### src/rtl/serial_add_ctrl.sv
// Bit-serial adder sequencer. One full-adder slice, built from two half-add
// cells and an OR, is stepped LSB-first over WIDTH clock edges. The result
// shifts into sum from the top so that after WIDTH steps bit 0 sits at sum[0].
// Handshake: ready in IDLE, busy in RUN, a one-cycle done pulse in FIN.
module serial_add_ctrl #(
  parameter int WIDTH = 8
) (
  input  logic             clk,
  input  logic             rst,
  input  logic             start,
  input  logic [WIDTH-1:0] a,
  input  logic [WIDTH-1:0] b,
  output logic             ready,
  output logic             busy,
  output logic             done,
  output logic [WIDTH-1:0] sum,
  output logic             cout
);

  localparam int CNT_W = $clog2(WIDTH) + 1;
  localparam logic [CNT_W-1:0] LAST = CNT_W'(WIDTH - 1);

  typedef enum logic [1:0] {
    S_IDLE = 2'd0,
    S_RUN  = 2'd1,
    S_FIN  = 2'd2
  } state_t;

  state_t           state;
  state_t           state_nxt;
  logic [CNT_W-1:0] cnt;
  logic             carry;
  logic [WIDTH-1:0] sa;
  logic [WIDTH-1:0] sb;

  logic [1:0]       ha0;
  logic [1:0]       ha1;
  logic             s_bit;
  logic             c_bit;
  logic [WIDTH-1:0] sum_nxt;
  logic             accept;
  logic             last_step;

  // Half-add cell: returns {carry, sum}.
  function automatic logic [1:0] half_add(input logic x, input logic y);
    return {x & y, x ^ y};
  endfunction

  assign accept    = (state == S_IDLE) && start;
  assign last_step = (state == S_RUN) && (cnt == LAST);

  // Full-adder slice from two half-add cells; also forms the shifted sum.
  always_comb begin
    ha0              = half_add(sa[0], sb[0]);
    ha1              = half_add(ha0[0], carry);
    s_bit            = ha1[0];
    c_bit            = ha0[1] | ha1[1];
    sum_nxt          = sum >> 1;
    sum_nxt[WIDTH-1] = s_bit;
  end

  // State register.
  always_ff @(posedge clk) begin
    if (rst) state <= S_IDLE;
    else     state <= state_nxt;
  end

  // Next-state logic: IDLE -> RUN on start, RUN -> FIN on last bit, FIN -> IDLE.
  always_comb begin
    state_nxt = state;
    case (state)
      S_IDLE:  if (start) state_nxt = S_RUN;
      S_RUN:   if (cnt == LAST) state_nxt = S_FIN;
      S_FIN:   state_nxt = S_IDLE;
      default: state_nxt = S_IDLE;
    endcase
  end

  // Handshake outputs decoded from state, mutually exclusive by construction.
  always_comb begin
    ready = 1'b0;
    busy  = 1'b0;
    done  = 1'b0;
    case (state)
      S_IDLE:  ready = 1'b1;
      S_RUN:   busy  = 1'b1;
      S_FIN:   done  = 1'b1;
      default: ready = 1'b0;
    endcase
  end

  // Bit counter, carry and result registers; reset discards any add in flight.
  always_ff @(posedge clk) begin
    if (rst) begin
      cnt   <= '0;
      carry <= 1'b0;
      sum   <= '0;
      cout  <= 1'b0;
    end else if (accept) begin
      cnt   <= '0;
      carry <= 1'b0;
    end else if (state == S_RUN) begin
      sum   <= sum_nxt;
      carry <= c_bit;
      cnt   <= cnt + CNT_W'(1);
      if (last_step) cout <= c_bit;
    end
  end

  // Operand shift registers: loaded on accept, shifted right every RUN step.
  always_ff @(posedge clk) begin
    if (accept) begin
      sa <= a;
      sb <= b;
    end else if (state == S_RUN) begin
      sa <= sa >> 1;
      sb <= sb >> 1;
    end
  end

endmodule

### config.mk
export PLATFORM = sky130hd
export DESIGN_NAME = serial_add_ctrl
export DESIGN_NICKNAME = d
export VERILOG_FILES = /design/src/rtl/serial_add_ctrl.sv
export SDC_FILE = /design/constraint.sdc
export NUM_CORES = 1
export LEC_CHECK = 0
export ABC_AREA = 1
export CORE_ASPECT_RATIO = 1.4
export CORE_MARGIN = 3
export CORE_UTILIZATION = 40
export DETAILED_ROUTE_END_ITERATION = 7
export PLACE_DENSITY = 0.76
export SYNTH_ARGS = -nofsm -noshare
export SYNTH_HDL_FRONTEND = slang
export SYNTH_SLANG_ARGS = --single-unit
### constraint.sdc
create_clock -name clk -period 2.36 [get_ports clk]
set_input_delay 0.472 -clock clk [delete_from_list [all_inputs] [get_ports clk]]
set_output_delay 0.472 -clock clk [all_outputs]
set_load 0.05 [all_outputs]
**Word level (Yosys, flattened, before mapping)**

Cells that the tools add are included.

- Bitwise logic cells: 6
- Muxes and demuxes: 10
- Add/sub/neg operators: 1
- Equality and inequality tests: 5
- Reductions and logical operators: 8

Operators with widths:

| kind | number |
|---|---|
| $mux W8 | 4 |
| $add A4 B1 Y4 const B | 1 |
| $eq A4 B3 Y1 const B | 1 |
| $mux W2 | 2 |
| $ne A2 B2 Y1 const B | 2 |
| $pmux W2 S2 | 1 |
| $reduce_and A2 Y1 | 2 |
| $mux W1 | 3 |
| $reduce_and A3 Y1 | 1 |
| $and A1 B1 Y1 | 2 |
| $eq A2 B1 Y1 const B | 1 |
| $eq A2 B2 Y1 const B | 1 |
| $logic_and A1 B1 Y1 | 2 |
| $logic_not A2 Y1 | 1 |
| $reduce_bool A2 Y1 | 1 |
| $reduce_or A2 Y1 | 1 |
| $xor A1 B1 Y1 | 2 |
| $not A1 Y1 | 1 |
| $or A1 B1 Y1 | 1 |

- Output and inout port bits: 12
- Input bits: 19
- Bits in registers: 32
- Logic and storage cells: 37

**Depth between registers and ports, before layout**

- Depth in word-level cells: 4
- Mapped depth: 7
- Depth with buffers taken out: 7

**Worst setup path after synthesis**

No wires, ideal clock.

- Kind: input-to-reg
- From: input start
- To: register sa[0], enable pin
- Path slack: 0.770 ns
- Arrival: 1.218 ns
- Data required time: 1.988 ns
- Stages: 4
- Library setup time: 0.372 ns
- Path through: buf_2 > nand2_4 > buf_6 > nand2_1

- Cells in the longest elaborated chain, start to end: 2

RTL lines:

| what | line | source |
|---|---|---|
| start, declared | 10 | `input logic start,` |
| $logic_and A1 B1 Y1 | 49 | `assign accept = (state == S_IDLE) && start;` |
| $reduce_bool A2 Y1 (no line) | n/a |  |
| end signal, assigned | 116 | `sa <= sa >> 1;` |
| end, declared | 33 | `logic [WIDTH-1:0] sa;` |

No other way between the ends.
A chain may end at the register's enable or synchronous reset.

**Final worst setup path**

- From: register state[1]
- To: output done

- Cells in the longest elaborated chain, start to end: 2

RTL lines:

| what | line | source |
|---|---|---|
| start, declared | 29 | `state_t state;` |
| start signal, assigned | 65 | `else state <= state_nxt;` |
| $eq A2 B2 Y1 | 84 | `case (state)` |
| $mux W1 | 84 |  |
| end, declared | 15 | `output logic done,` |

No other way between the ends.

==> results.cfg <==
[cells_and_area]
regArea_um2 = 800.8
n_fill_cell = 277
diodes = 0
drive_gt1_share_pct = 8.556
multi_input_area_um2 = 503.0
num-nets-final = 207
syn2layout_area_growth_pct = 27.92

[sta]
slew_violations = 0
hold_viol = 0
timing.fmax_mhz = 473.3
worst_pin_slew_ps = 518.6
whs_ps = 470.8
slew_headroom_pct = 65.37
rsz0062_at_grt = no
post-route-period-util_pct = 89.53
finalSetupTns_ps = 0
period_needed_ps = 2113
setup_viol = 0
clock_skew_ps = 7.299

[setup_path]
r2r_slack_ps = 790
cp.arrival_ps = 1640
timing.rr.start = state[0]
worstSetupPathType = register to output pin
path_max_fanout = 2
setup.worst_path.end_class = output pin
crit_required_ps = 1890
endpoint = done
crit_start = state[1]
startpoint_type = register
r2r-end = sb[4]
ff2ff_path_depth = 4

[detailed_routing]
drc = 0
first_pass_iters = 4
vias_per_cell = 4.881
wl_per_cell_um = 11.53
drt_iter0_markers = 23
postRouteAntennaNets = 0
vias = 1103
wirelength_um = 2605

[die]
std_cell_rows = 24
die_width_um = 55.89
die-area_um2 = 4239
num_io_pins = 31
core_um2 = 3213
start_util_pct = 43.38
dieHeight_um = 75.85

[clocking]
clock-sinks = 32
cts_buffer_depth = 2
h-tree-depth = 2
clock_latency_ps = 290
cts_tree = done
postCtsSetupBuffers = 0
cts_root_buffer = clkbuf_8
holdBufCountCts = 0
clk_pin_slew_worst_paths_ps = 60
cts_buffers = 5

[logic_synthesis]
syn_nets = 175
netlist_area_um2 = 1394
ys_types = 22
synth_area_per_cell_um2 = 9.051
netlist_instances = 154
yosys_warnings = 0
yosysSeqAreaShare_pct = 57.45
ys_ff_latch = 32

[grt]
grtUsageTotal_pct = 13.69
globalRouteOverflowTotal = 0
grt_pass1_vias = 1017
grt_pass1_wl_um = 4271
grt_max_degree = 20
antenna_found_initial = 0

[power]
leakagePower_nw = 0.7378
power_density_nw_per_um2 = 724.7
power_mw = 1.292
ir_drop_v = 0.0004416

[placed_design]
gp_congestion = 0.7597
port_buffers = 30
dp_hpwl_um = 1887

[min_path]
hold_start = cout
hold_class = register to register

[run_status]
status = finished, final reports clean

[job]
drv_cap = 0
worst min path at each step:
stage | end | slack (ps) | cells past startpoint
finish | cout | 470 | 2
global route | cout | 510 | 2
CTS | cout | 470 | 2
detailed placement | cout | 460 | 2
global placement | cout | 470 | 2
floorplan | cnt[1] | 470 | 2
area by class of cell:
type	instances	share of cell area, %
Inverter	8	1.965
Multi-Input combinational cell	107	28.21
Clock buffer	6	4.070
Sequential cell	32	44.91
Timing Repair Buffer	32	17.68
Clock inverter	2	0.4211
Tap cell	39	2.737
cell usage in the layout (no fill, tap or decap):
cell type,n
dfxtp_1,16
nor2_4,1
ha_1,1
edfxtp_1,16
nand2_1,41
inv_2,1
a21oi_1,3
clkinv_1,2
buf_4,3
nand2_4,2
nor2_1,25
nand2_2,2
inv_6,1
nand3_1,21
inv_1,6
o21ai_0,8
a21oi_2,1
clkdlybuf4s50_1,28
dlymetal6s2s_1,1
fa_1,1
o21bai_1,1
clkbuf_1,1
clkbuf_8,5
kinds of logic after synthesis:
logic type	share of synthesized area, %
and+or+nand+nor	28.64
buffers and inverters	6.462
DFF	57.45
AOI/OAI and AO/OA	5.117
adders and majority gates	2.334
cell usage after synthesis:
library cell	number	area, um^2
ha_1	1	12.51
buf_2	2	10.01
a21oi_1	3	15.01
inv_1	6	22.52
nand2_4	2	22.52
clkbuf_1	1	3.750
nand2_2	2	12.51
nor2_4	1	11.26
buf_4	2	15.01
dfxtp_1	16	320.3
nor2_1	25	93.84
nand2_1	41	153.9
o21bai_1	1	7.510
inv_6	1	8.760
o21ai_0	8	40.04
buf_8	1	15.01
a21oi_2	1	8.760
fa_1	1	20.02
inv_2	1	3.750
nand3_1	21	105.1
edfxtp_1	16	480.5
buf_6	1	11.26
power by group:
part	switching, mW	internal [mW]
Combinational	0.142	0.0879
Sequential	0.0231	0.648
Clock	0.190	0.201
routing by layer:
metal	track usage (%)	up-vias	wire length (um)
met5	0	-	0
met4	8.179	0	48
met3	5.593	7	185
met2	25.39	38	1302
met1	12.77	493	1069
li1	-	565	-
registers in the layout, indices dropped and copies added (netlist names):
name,count
sb,8
sa,8
carry,1
sum,8
cout,1
cnt,4
state,2
through the flow:
stage / util (%) / setup slack (ps) / cells / cell area (um^2)
detailed placement: 52.92 / 330.2 / 218 / 1700
global placement: 52.92 / 367.7 / 218 / 1700
floorplan: - / 770.2 / 154 / 1394
CTS: 55.41 / 17.67 / 226 / 1780
global route: 55.49 / 175.2 / 226 / 1783
finish: 55.49 / 247.1 / 226 / 1783
critical path: stages, from the launching register on:
cell             delay (ps)
dfxtp_1                 370
inv_1                   100
nor2_1                   90
clkdlybuf4s50_1         800
what timing repair did:
action                                  in CTS  in global routing
resized for setup                            0                  1
endpoints found under the setup margin       0                  1
endpoints found under the hold margin        0                  0
Note: power is estimated with default switching activity, not from simulation.
